<file path="src/rtl/rram_fwft_fifo_if.sv">
// rtl/rram_fwft_fifo_if.sv - push/pop/flag bundle for the RRAM controller FWFT FIFO
interface rram_fwft_fifo_if #(
    parameter int DATA_WIDTH = 64,
    parameter int DEPTH      = 16
);
    localparam int CW = $clog2(DEPTH) + 1;

    logic                  flush;
    logic                  push_n;
    logic [DATA_WIDTH-1:0] din;
    logic                  full;
    logic                  almost_full;
    logic                  pop_n;
    logic [DATA_WIDTH-1:0] dout;
    logic                  empty;
    logic                  almost_empty;
    logic [CW-1:0]         count;
    logic                  overflow;
    logic                  underflow;

    // FIFO side
    modport slave (
        input  flush, push_n, din, pop_n,
        output full, almost_full, dout, empty, almost_empty, count, overflow, underflow
    );

    // Producer/consumer side
    modport master (
        output flush, push_n, din, pop_n,
        input  full, almost_full, dout, empty, almost_empty, count, overflow, underflow
    );
endinterface

</file>
<file path="src/rtl/rram_fwft_fifo.sv">
// rtl/rram_fwft_fifo.sv - first-word-fall-through synchronous FIFO for RRAM controller queues
module rram_fwft_fifo #(
    parameter int DATA_WIDTH = 64,
    parameter int DEPTH      = 16,
    parameter int AF_LEVEL   = DEPTH - 2,
    parameter int AE_LEVEL   = 1
) (
    input  logic              CLK,
    input  logic              reset,
    rram_fwft_fifo_if.slave   bus
);
    localparam int AW = $clog2(DEPTH);
    localparam int CW = AW + 1;

    localparam logic [CW-1:0] FULL_CNT = CW'(DEPTH);
    localparam logic [CW-1:0] AF_CNT   = CW'(AF_LEVEL);
    localparam logic [CW-1:0] AE_CNT   = CW'(AE_LEVEL);

    logic [DATA_WIDTH-1:0] r_mem [DEPTH];
    logic [AW-1:0]         r_wr_ptr;
    logic [AW-1:0]         r_rd_ptr;
    logic [CW-1:0]         r_count;
    logic                  r_overflow;
    logic                  r_underflow;

    logic w_full;
    logic w_empty;
    logic w_pop_acc;
    logic w_push_acc;

    // Flags come only from the registered count, so outputs never depend on push_n/pop_n/din.
    assign w_full  = (r_count == FULL_CNT);
    assign w_empty = (r_count == '0);

    // A pop on empty is never taken; a push on full only rides along with a taken pop.
    assign w_pop_acc  = !bus.pop_n && !w_empty;
    assign w_push_acc = !bus.push_n && (!w_full || w_pop_acc);

    assign bus.full         = w_full;
    assign bus.empty        = w_empty;
    assign bus.almost_full  = (r_count >= AF_CNT);
    assign bus.almost_empty = (r_count <= AE_CNT);
    assign bus.count        = r_count;
    assign bus.overflow     = r_overflow;
    assign bus.underflow    = r_underflow;
    assign bus.dout         = r_mem[r_rd_ptr];

    // Storage array: cleared by reset, left untouched by flush.
    always_ff @(posedge CLK or negedge reset) begin
        if (!reset) begin
            for (int i = 0; i < DEPTH; i++) begin
                r_mem[i] <= '0;
            end
        end else if (!bus.flush && w_push_acc) begin
            r_mem[r_wr_ptr] <= bus.din;
        end
    end

    // Pointers, occupancy and sticky error flags; flush overrides any request in the same cycle.
    always_ff @(posedge CLK or negedge reset) begin
        if (!reset) begin
            r_wr_ptr    <= '0;
            r_rd_ptr    <= '0;
            r_count     <= '0;
            r_overflow  <= 1'b0;
            r_underflow <= 1'b0;
        end else if (bus.flush) begin
            r_wr_ptr    <= '0;
            r_rd_ptr    <= '0;
            r_count     <= '0;
            r_overflow  <= 1'b0;
            r_underflow <= 1'b0;
        end else begin
            if (w_push_acc) begin
                r_wr_ptr <= r_wr_ptr + 1'b1;
            end
            if (w_pop_acc) begin
                r_rd_ptr <= r_rd_ptr + 1'b1;
            end
            if (w_push_acc && !w_pop_acc) begin
                r_count <= r_count + 1'b1;
            end else if (w_pop_acc && !w_push_acc) begin
                r_count <= r_count - 1'b1;
            end
            if (!bus.push_n && w_full && !w_pop_acc) begin
                r_overflow <= 1'b1;
            end
            if (!bus.pop_n && w_empty) begin
                r_underflow <= 1'b1;
            end
        end
    end
endmodule

</file>
<file path="src/flat_wrapper.sv">
// flat-port wrapper written by rule: the top's interface ports become plain ports
module rram_fwft_fifo_flat 
#(
    parameter int DATA_WIDTH = 64,
    parameter int DEPTH      = 16,
    parameter int AF_LEVEL   = DEPTH - 2,
    parameter int AE_LEVEL   = 1
)
  (CLK, reset, bus_flush, bus_push_n, bus_din, bus_pop_n, bus_full, bus_almost_full, bus_dout, bus_empty, bus_almost_empty, bus_count, bus_overflow, bus_underflow);
  rram_fwft_fifo_if #(.DATA_WIDTH(DATA_WIDTH), .DEPTH(DEPTH)) bus_i ();
  input  logic CLK;
  input  logic reset;
  input wire logic [$bits(bus_i.flush)-1:0] bus_flush;
  input wire logic [$bits(bus_i.push_n)-1:0] bus_push_n;
  input wire logic [$bits(bus_i.din)-1:0] bus_din;
  input wire logic [$bits(bus_i.pop_n)-1:0] bus_pop_n;
  output wire logic [$bits(bus_i.full)-1:0] bus_full;
  output wire logic [$bits(bus_i.almost_full)-1:0] bus_almost_full;
  output wire logic [$bits(bus_i.dout)-1:0] bus_dout;
  output wire logic [$bits(bus_i.empty)-1:0] bus_empty;
  output wire logic [$bits(bus_i.almost_empty)-1:0] bus_almost_empty;
  output wire logic [$bits(bus_i.count)-1:0] bus_count;
  output wire logic [$bits(bus_i.overflow)-1:0] bus_overflow;
  output wire logic [$bits(bus_i.underflow)-1:0] bus_underflow;
  assign bus_i.flush = bus_flush;
  assign bus_i.push_n = bus_push_n;
  assign bus_i.din = bus_din;
  assign bus_i.pop_n = bus_pop_n;
  assign bus_full = bus_i.full;
  assign bus_almost_full = bus_i.almost_full;
  assign bus_dout = bus_i.dout;
  assign bus_empty = bus_i.empty;
  assign bus_almost_empty = bus_i.almost_empty;
  assign bus_count = bus_i.count;
  assign bus_overflow = bus_i.overflow;
  assign bus_underflow = bus_i.underflow;
  rram_fwft_fifo #(.DATA_WIDTH(DATA_WIDTH), .DEPTH(DEPTH), .AF_LEVEL(AF_LEVEL), .AE_LEVEL(AE_LEVEL)) u_core (.CLK(CLK), .reset(reset), .bus(bus_i));
endmodule
</file>
<file path="config.mk">
export PLATFORM = sky130hd
export DESIGN_NAME = rram_fwft_fifo_flat
export DESIGN_NICKNAME = d
export VERILOG_FILES = /design/src/rtl/rram_fwft_fifo_if.sv /design/src/rtl/rram_fwft_fifo.sv /design/src/flat_wrapper.sv
export SDC_FILE = /design/constraint.sdc
export NUM_CORES = 1
export LEC_CHECK = 0
export BUFFER_PORTS_ARGS = -buffer_cell sky130_fd_sc_hd__clkbuf_2
export CAP_MARGIN = 25
export CORE_MARGIN = 2
export CORE_UTILIZATION = 49
export CTS_CLUSTER_DIAMETER = 100
export CTS_CLUSTER_SIZE = 12
export DETAILED_ROUTE_END_ITERATION = 16
export MAX_ROUTING_LAYER = met4
export PLACE_DENSITY = 0.68
export RECOVER_POWER = 100
export SLEW_MARGIN = 40
export SYNTH_ARGS = -nofsm -noshare
export SYNTH_HDL_FRONTEND = slang
export SYNTH_SLANG_ARGS = --single-unit
</file>
<file path="constraint.sdc">
create_clock -name CLK -period 8.3 [get_ports CLK]
set_input_delay 2.075 -clock CLK [delete_from_list [all_inputs] [get_ports CLK]]
set_output_delay 2.075 -clock CLK [all_outputs]
set_load 0.02 [all_outputs]
</file>
[Word-level counts from Yosys, hierarchy flattened]
Index checks and enable logic that the tools add are counted.
Storage, ports and cells
  input bits: 69
  bits in read-only memories: 0
  latch bits: 0
  output and inout bits: 75
  logic and storage cells: 73
  flip-flop bits (word level): 1039
  memories kept: 0
  memory bits (writable): 0
Cells by class
  divide/modulo/power cells: 0
  magnitude comparators: 5
  shift-type cells: 0
  mux-type cells: 17
  equality and inequality tests: 1
  bitwise gates (word level): 2
  $mul: 0
  add/sub/neg operators: 4
  reductions and logical operators: 23
Operators with widths (number)
  $bwmux W1024: 1
  $bmux W64 S4: 1
  $demux W64 S4: 1
  $mux W64: 3
  $mux W4: 4
  $mux W5: 3
  $ge A5 B5 Y1 const B: 2
  $not A4 Y5: 2
  $logic_and A1 B1 Y1: 9
  $add A4 B1 Y4 const B: 2
  $reduce_bool A2 Y1: 4
  $logic_not A1 Y1: 7
  $add A5 B1 Y5 const B: 1
  $eq A5 B5 Y1 const B: 1
  $ge A5 B4 Y1 const B: 1
  $le A5 B1 Y1 const B: 1
  $logic_not A5 Y1: 1
  $lt A5 B1 Y1 const B: 1
  $sub A5 B1 Y5 const B: 1
  $mux W1: 4
  $reduce_bool A3 Y1: 1
  $logic_or A1 B1 Y1: 1

[Logic depth before layout (Yosys ltp)]
Gate-level depths: netlist (run 1).
  word-level depth: 10
  mapped depth: 8
  mapped depth without buffers: 6

[Worst setup path before layout (run 1)]
No wires, ideal clock.
  path type: register -> output
  start: reg u_core.r_rd_ptr[0]
  end: out bus_dout[25]
  required time: 6.225 ns
  buffers on the path: 3
  stages on the path, launching flop included: 7
  data arrival time: 2.204 ns
  setup slack: 4.021 ns
  cell sequence: dfrtp_1 clkbuf_1 clkbuf_1 buf_1 mux4_2 a22oi_1 nand2_1
Between the ends
  word-level cells in the longest chain between the ends: 4
RTL lines
  from (decl): line rram_fwft_fifo.sv:21  | logic [AW-1:0] r_rd_ptr;
  from (signal assigned): line rram_fwft_fifo.sv:78  | r_rd_ptr <= r_rd_ptr + 1'b1;
  $not A4 Y5 (not written as such): line rram_fwft_fifo.sv:46  | assign bus.dout = r_mem[r_rd_ptr];
  $bmux W64 S4: line rram_fwft_fifo.sv:46
  $mux W64 (not written as such) (2 in series): line rram_fwft_fifo.sv:46
  to (decl): line flat_wrapper.sv:19  | output wire logic [$bits(bus_i.dout)-1:0] bus_dout;
No other way between the ends. The select of a mux whose other input is x is not followed.

[Worst setup path in the final report (run 1)]
  start: in bus_pop_n
  end: reg u_core.r_mem[686] in the netlist's numbering
Between the ends
  word-level cells in the longest chain between the ends: 5
RTL lines
  from (decl): line flat_wrapper.sv:16  | input wire logic [$bits(bus_i.pop_n)-1:0] bus_pop_n;
  $logic_not A1 Y1: line rram_fwft_fifo.sv:36  | assign w_pop_acc = !bus.pop_n && !w_empty;
  $logic_and A1 B1 Y1: line rram_fwft_fifo.sv:36
  $logic_or A1 B1 Y1: line rram_fwft_fifo.sv:37  | assign w_push_acc = !bus.push_n && (!w_full || w_pop_acc);
  $logic_and A1 B1 Y1: line rram_fwft_fifo.sv:37
  $logic_and A1 B1 Y1: line rram_fwft_fifo.sv:54  | end else if (!bus.flush && w_push_acc) begin
  to (signal, indexed assignment): line rram_fwft_fifo.sv:55  | r_mem[r_wr_ptr] <= bus.din;
  to (decl): line rram_fwft_fifo.sv:19  | logic [DATA_WIDTH-1:0] r_mem [DEPTH];
No other way between the ends.
A chain may end at the register's enable or synchronous reset.

==> flow_metrics.env, run 1 <==
export IMPL_status="finished with violations"
export IMPL_violations="capacitance limit, slew limit"
export IMPL_cts_tree="yes"
export IMPL_drv_slew=1023
export IMPL_rows=113
export IMPL_worstPathArrival_ps=7300
export IMPL_clk_pin_slew_ps=60
export IMPL_dieArea_mm2=0.0977
export IMPL_post_cts_setup_buffers=0
export IMPL_antenna_found_initial=9
export IMPL_synth_nets=2967
export IMPL_routed_via_density=6.14
export IMPL_utilization_pct=53.6
export IMPL_peakVddDrop_uv=198
export IMPL_drt_iter0_drc=1733
export IMPL_place_congestion=0.770
export IMPL_r2r_start="u_core.bus.count[1]$_DFFE_PN0P_"
export IMPL_hold_viol=0
export IMPL_swShare_pct=28.5
export IMPL_hpwl_um=62600
export IMPL_grtUsageMet2_pct=39.5
export IMPL_period_needed_ps=6720
export IMPL_core_mm2=0.0947
export IMPL_grt_use_met3_pct=4.05
export IMPL_leakagePower_uw=0.0234
export IMPL_worstSetupStartpoint="bus_pop_n"
export IMPL_final_common_cell="dfrtp_1"
export IMPL_min_from="u_core.r_mem[870]$_DFFE_PN0P_"
export IMPL_yosysUniqueCellTypes=43
export IMPL_clock_power_share_pct=30.4
export IMPL_synthToLayoutAreaGrowth_pct=8.86
export IMPL_cp_data_required_time_ps=8880
export IMPL_die_w_um=313
export IMPL_p_int_uw=9050
export IMPL_clockBufferDepth=3
export IMPL_most_common_layout_cells="1,038 x dfrtp_1, 928 x mux2_2, 256 x mux4_2"
export IMPL_end_kind="register"
export IMPL_finClkSkew_ps=17.8
export IMPL_worst_skew_pair_late_latency_ps=670
export IMPL_h_tree_depth=3
export IMPL_p_seq_share_pct=47.6
export IMPL_detail_route_wl_per_cell_um=27.2
export IMPL_startpoint_type="input pin"
export IMPL_cts_sinks=1039
export IMPL_max_freq_ghz=0.149
export IMPL_ys_warn_count=0
export IMPL_syn_inst=2888
export IMPL_p_per_area_mw_per_mm2=249
export IMPL_cts_inserted_buffers=96
export IMPL_drt_pass1_iterations=5
export IMPL_synth_seq_cells=1039
export IMPL_grt_pass1_vias=28624
export IMPL_seq_area_frac_synth_pct=55.7
export IMPL_rsz0062_at_grt="no"
export IMPL_num_vias=25853
export IMPL_initial_core_util_pct=49.3
export IMPL_syn_cell_area_mm2=0.0467
export IMPL_synthFlopType="dfrtp_1"
export IMPL_grt_pass1_wl_um=177000
export IMPL_io_pins=144
export IMPL_gr_total_overflow=0
export IMPL_synth_edff_count=0
export IMPL_drv_cap=27
export IMPL_async_reset_ff_share_pct=100
export IMPL_io_buffer_count=143
export IMPL_syn_avg_cell_area_um2=16.2
export IMPL_wl_um=115000
export IMPL_final_setup_viol_count=0
export IMPL_ctsHoldBuffers=0
export IMPL_pwr_share_comb_pct=21.9
export IMPL_gr_usage_met1_pct=32.6
export IMPL_hold_path_class="register to register"
export IMPL_grt_usage_pct=24.6
export IMPL_fin_tns_setup_ps=0
export IMPL_ant_nets=0
export IMPL_grt_max_degree=164
export IMPL_critPathMaxFanout=47
export IMPL_ctsResizeCount=0
export IMPL_power_switching_uw=3610
export IMPL_route_detailed_drc=0
export IMPL_timing_final_crit_share_pct=81.0
export IMPL_layout_drive_gt1_share_pct=48.1
export IMPL_max_slew_margin_pct=-209
export IMPL_ctsRootBufferMaster="clkbuf_16"
export IMPL_tightest_slew_ps=4630
export IMPL_crit_type="input pin to register"
export IMPL_nNetsFinal=3012
export IMPL_grt_busiest_layer="met2"
export IMPL_die_h_um=313
==> cell type report <==
cell class | instances | area, um^2
Fill cell | 7605 | 43900
Inverter | 8 | 30.0
Timing Repair Buffer | 208 | 1340
Sequential cell | 1039 | 26000
Clock inverter | 8 | 91.3
Antenna cell | 7 | 17.5
Multi-Input combinational cell | 1580 | 19300
Tap cell | 1265 | 1580
Clock buffer | 97 | 2410
==> power groups by stage <==
| stage | Clock (uW) | Sequential [uW] | Combinational [uW] |
|---|---|---|---|
| floorplan | 0 | 5970 | 2050 |
| global placement | 0 | 6060 | 2770 |
| detailed placement | 0 | 6130 | 2830 |
| CTS | 3960 | 6040 | 2840 |
| global route | 4150 | 6100 | 3000 |
| finish | 3850 | 6030 | 2780 |
==> registers in the layout, indices dropped and copies added (netlist names) <==
| register | cells |
|---|---|
| u_core.r_mem | 1024 |
| u_core.bus.overflow | 1 |
| u_core.r_rd_ptr | 4 |
| u_core.r_wr_ptr | 4 |
| u_core.bus.underflow | 1 |
| u_core.bus.count | 5 |
==> critical path, cell delays in order <==
cell      delay [ps]
clkbuf_1         260
a21o_1           580
nor3_1           410
clkbuf_1        3290
mux2_2           630
==> cells in the mapped netlist (8+ instances only) <==
library cell	instances	area (um^2)
dfrtp_1	1039	26000
mux2_2	928	10500
mux4_2	256	5770
a22oi_1	128	961
clkbuf_1	124	465
mux2_1	98	1100
buf_2	97	485
nand2_1	68	255
buf_1	26	97.6
nor2_1	16	60.1
buf_6	12	135
nor3_4	12	195
ha_1	10	125
inv_1	8	30.0
==> path summary, 6_finish.rpt <==
kind                       slack, ps                            end  depth (start not counted)
setup / recovery                1580  u_core.r_mem[686]$_DFFE_PN0P_                          5
hold / removal                   480  u_core.r_mem[870]$_DFFE_PN0P_                          1
setup reg to reg                2190  u_core.r_mem[686]$_DFFE_PN0P_                          7
hold reg to reg                  480  u_core.r_mem[870]$_DFFE_PN0P_                          1
max in group asynchronous       2160  u_core.r_mem[341]$_DFFE_PN0P_                          3
min in group asynchronous       2210  u_core.r_mem[501]$_DFFE_PN0P_                          1
==> metal layers <==
layer	vias up	part of all wire, %
met4	0	2.5
met5	-	0
li1	10800	-
met1	14240	43
met3	185	4.9
met2	628	50
==> through the flow <==
step	setup WS (ps)	area (um^2)	power [uW]	instances	hold WS [ps]
final	1580	50800	12700	4212	481
after global routing	1350	50800	13300	4212	493
after CTS	2580	51100	12800	4201	481
after detailed placement	3320	48600	8970	4096	469
after global placement	3320	48300	8830	4082	461
after floorplan	4020	46700	8020	2888	452
==> cells by family after synthesis <==
kind of cell | share of synthesized area [%]
mux | 37.1
xor+xnor | 0.113
buf+inv | 2.65
flops | 55.7
fa+ha+maj | 0.268
compound gates | 2.35
simple gates | 1.75
Note: power is estimated with default switching activity, not from simulation.
==> run 2, diff against run 1 <==
--- a/config.mk
+++ b/config.mk
@@ -13,7 +13,7 @@
 export CTS_CLUSTER_SIZE = 12
 export DETAILED_ROUTE_END_ITERATION = 16
 export MAX_ROUTING_LAYER = met4
-export PLACE_DENSITY = 0.68
+export PLACE_DENSITY = 0.71
 export RECOVER_POWER = 100
 export SLEW_MARGIN = 40
 export SYNTH_ARGS = -nofsm -noshare
==> constraint.sdc (replaced) <==
create_clock -name CLK -period 6.05 [get_ports CLK]
set_input_delay 1.5125 -clock CLK [delete_from_list [all_inputs] [get_ports CLK]]
set_output_delay 1.5125 -clock CLK [all_outputs]
set_load 0.02 [all_outputs]
==> flow_metrics.env, run 2 (synthesized netlist as in run 1, its figures left out) <==
export IMPL_grt_max_degree=159
export IMPL_drv_cap=21
export IMPL_synthToLayoutAreaGrowth_pct=8.81
export IMPL_max_freq_ghz=0.189
export IMPL_hold_path_class="register to register"
export IMPL_gr_total_overflow=0
export IMPL_grt_pass1_vias=28617
export IMPL_fin_cells=4219
export IMPL_fin_tns_setup_ps=0
export IMPL_hold_viol=0
export IMPL_clockBufferDepth=3
export IMPL_clk_pin_slew_ps=70
export IMPL_max_slew_margin_pct=-122
export IMPL_timing_final_crit_share_pct=87.3
export IMPL_die_h_um=313
export IMPL_ctsRootBufferMaster="clkbuf_16"
export IMPL_dpl_cell_count=4103
export IMPL_worstPathArrival_ps=5810
export IMPL_finClkSkew_ps=12.5
export IMPL_cts_inserted_buffers=96
export IMPL_grt_pass1_wl_um=176000
export IMPL_layout_drive_gt1_share_pct=48.0
export IMPL_rsz0062_at_grt="no"
export IMPL_final_common_cell="dfrtp_1"
export IMPL_post_cts_setup_buffers=0
export IMPL_critPathMaxFanout=25
export IMPL_nNetsFinal=3020
export IMPL_initial_core_util_pct=49.3
export IMPL_cp_data_required_time_ps=6580
export IMPL_core_mm2=0.0947
export IMPL_rows=113
export IMPL_h_tree_depth=3
export IMPL_end_kind="register"
export IMPL_grt_usage_pct=24.2
export IMPL_antenna_found_initial=9
export IMPL_ctsHoldBuffers=0
export IMPL_violations="capacitance limit, slew limit"
export IMPL_drv_slew=839
export IMPL_largest_reg_flops=1024
export IMPL_hold_slack_ps=480
export IMPL_status="finished with violations"
export IMPL_io_buffer_count=143
export IMPL_ant_nets=0
export IMPL_fin_ws_ps=770
export IMPL_peakVddDrop_uv=204
export IMPL_startpoint_type="register"
export IMPL_largest_register="u_core.r_mem"
export IMPL_routed_via_density=6.17
export IMPL_cts_tree="yes"
export IMPL_wl_um=112000
export IMPL_final_setup_viol_count=0
export IMPL_route_detailed_drc=0
export IMPL_dieArea_mm2=0.0977
export IMPL_drt_pass1_iterations=5
export IMPL_detail_route_wl_per_cell_um=26.6
export IMPL_leakagePower_uw=0.0235
export IMPL_worst_skew_pair_late_latency_ps=650
export IMPL_crit_type="register to register"
export IMPL_p_per_area_mw_per_mm2=344
export IMPL_num_vias=26043
export IMPL_most_common_layout_cells="1,037 x dfrtp_1, 924 x mux2_2, 256 x mux4_2"
export IMPL_drt_iter0_drc=1923
export IMPL_place_ws_ps=1840
export IMPL_place_congestion=0.763
export IMPL_period_needed_ps=5280
export IMPL_ctsResizeCount=0
export IMPL_io_pins=144
export IMPL_cts_sinks=1039
export IMPL_die_w_um=313
export IMPL_hpwl_um=63300
export IMPL_tightest_slew_ps=3340
run 2: stage by stage:
stage | cell area (um^2) | utilization [%] | power, uW
floorplan | 46700 | - | 11000
global route | 50800 | 53.6 | 18300
finish | 50800 | 53.6 | 17500
CTS | 51200 | 54.1 | 17700
detailed placement | 48600 | 51.4 | 12300
global placement | 48500 | 51.3 | 12100
run 2: path summary, 6_finish.rpt:
path | startpoint | end | slack, ps | cells after the start
max | u_core.bus.count[1]$_DFFE_PN0P_ | u_core.r_mem[9]$_DFFE_PN0P_ | 770 | 8
min | u_core.r_mem[119]$_DFFE_PN0P_ | u_core.r_mem[119]$_DFFE_PN0P_ | 480 | 1
max reg2reg | u_core.bus.count[1]$_DFFE_PN0P_ | u_core.r_mem[9]$_DFFE_PN0P_ | 770 | 8
min reg2reg | u_core.r_mem[119]$_DFFE_PN0P_ | u_core.r_mem[119]$_DFFE_PN0P_ | 480 | 1
max in group asynchronous | reset | u_core.r_mem[213]$_DFFE_PN0P_ | 1440 | 4
min in group asynchronous | reset | u_core.r_mem[745]$_DFFE_PN0P_ | 1630 | 1
run 2: worst max-delay path, stage by stage, from the launching register on:
cell and delay [ps]:
dfrtp_1 520, inv_1 170, ha_1 230, and4bb_1 260, a21o_1 540, nor3_1 820
clkbuf_1 490, clkbuf_1 1650, mux2_2 460
run 2: power by group:
part	switching [uW]	internal [uW]	leakage [uW]	total, uW
Combinational	1980	1810	0.00811	3790
Clock	2450	2940	0.00126	5390
Sequential	486	7790	0.0141	8270
run 2: area by class of cell:
type / count / area, um^2
Tap cell: 1265 / 1580
Inverter: 8 / 30.0
Clock inverter: 3 / 55.1
Sequential cell: 1039 / 26000
Fill cell: 7588 / 44000
Timing Repair Buffer: 216 / 1280
Antenna cell: 6 / 15.0
Multi-Input combinational cell: 1580 / 19300
Clock buffer: 102 / 2510
run 2: per-layer routing:
| layer | vias to the layer above | routed length (um) | track usage (%) |
|---|---|---|---|
| met3 | 154 | 5020 | 3.35 |
| met5 | - | 0 | - |
| met4 | 0 | 2100 | 5.81 |
| met2 | 618 | 56400 | 39.2 |
| li1 | 10787 | - | - |
| met1 | 14484 | 48600 | 32.8 |
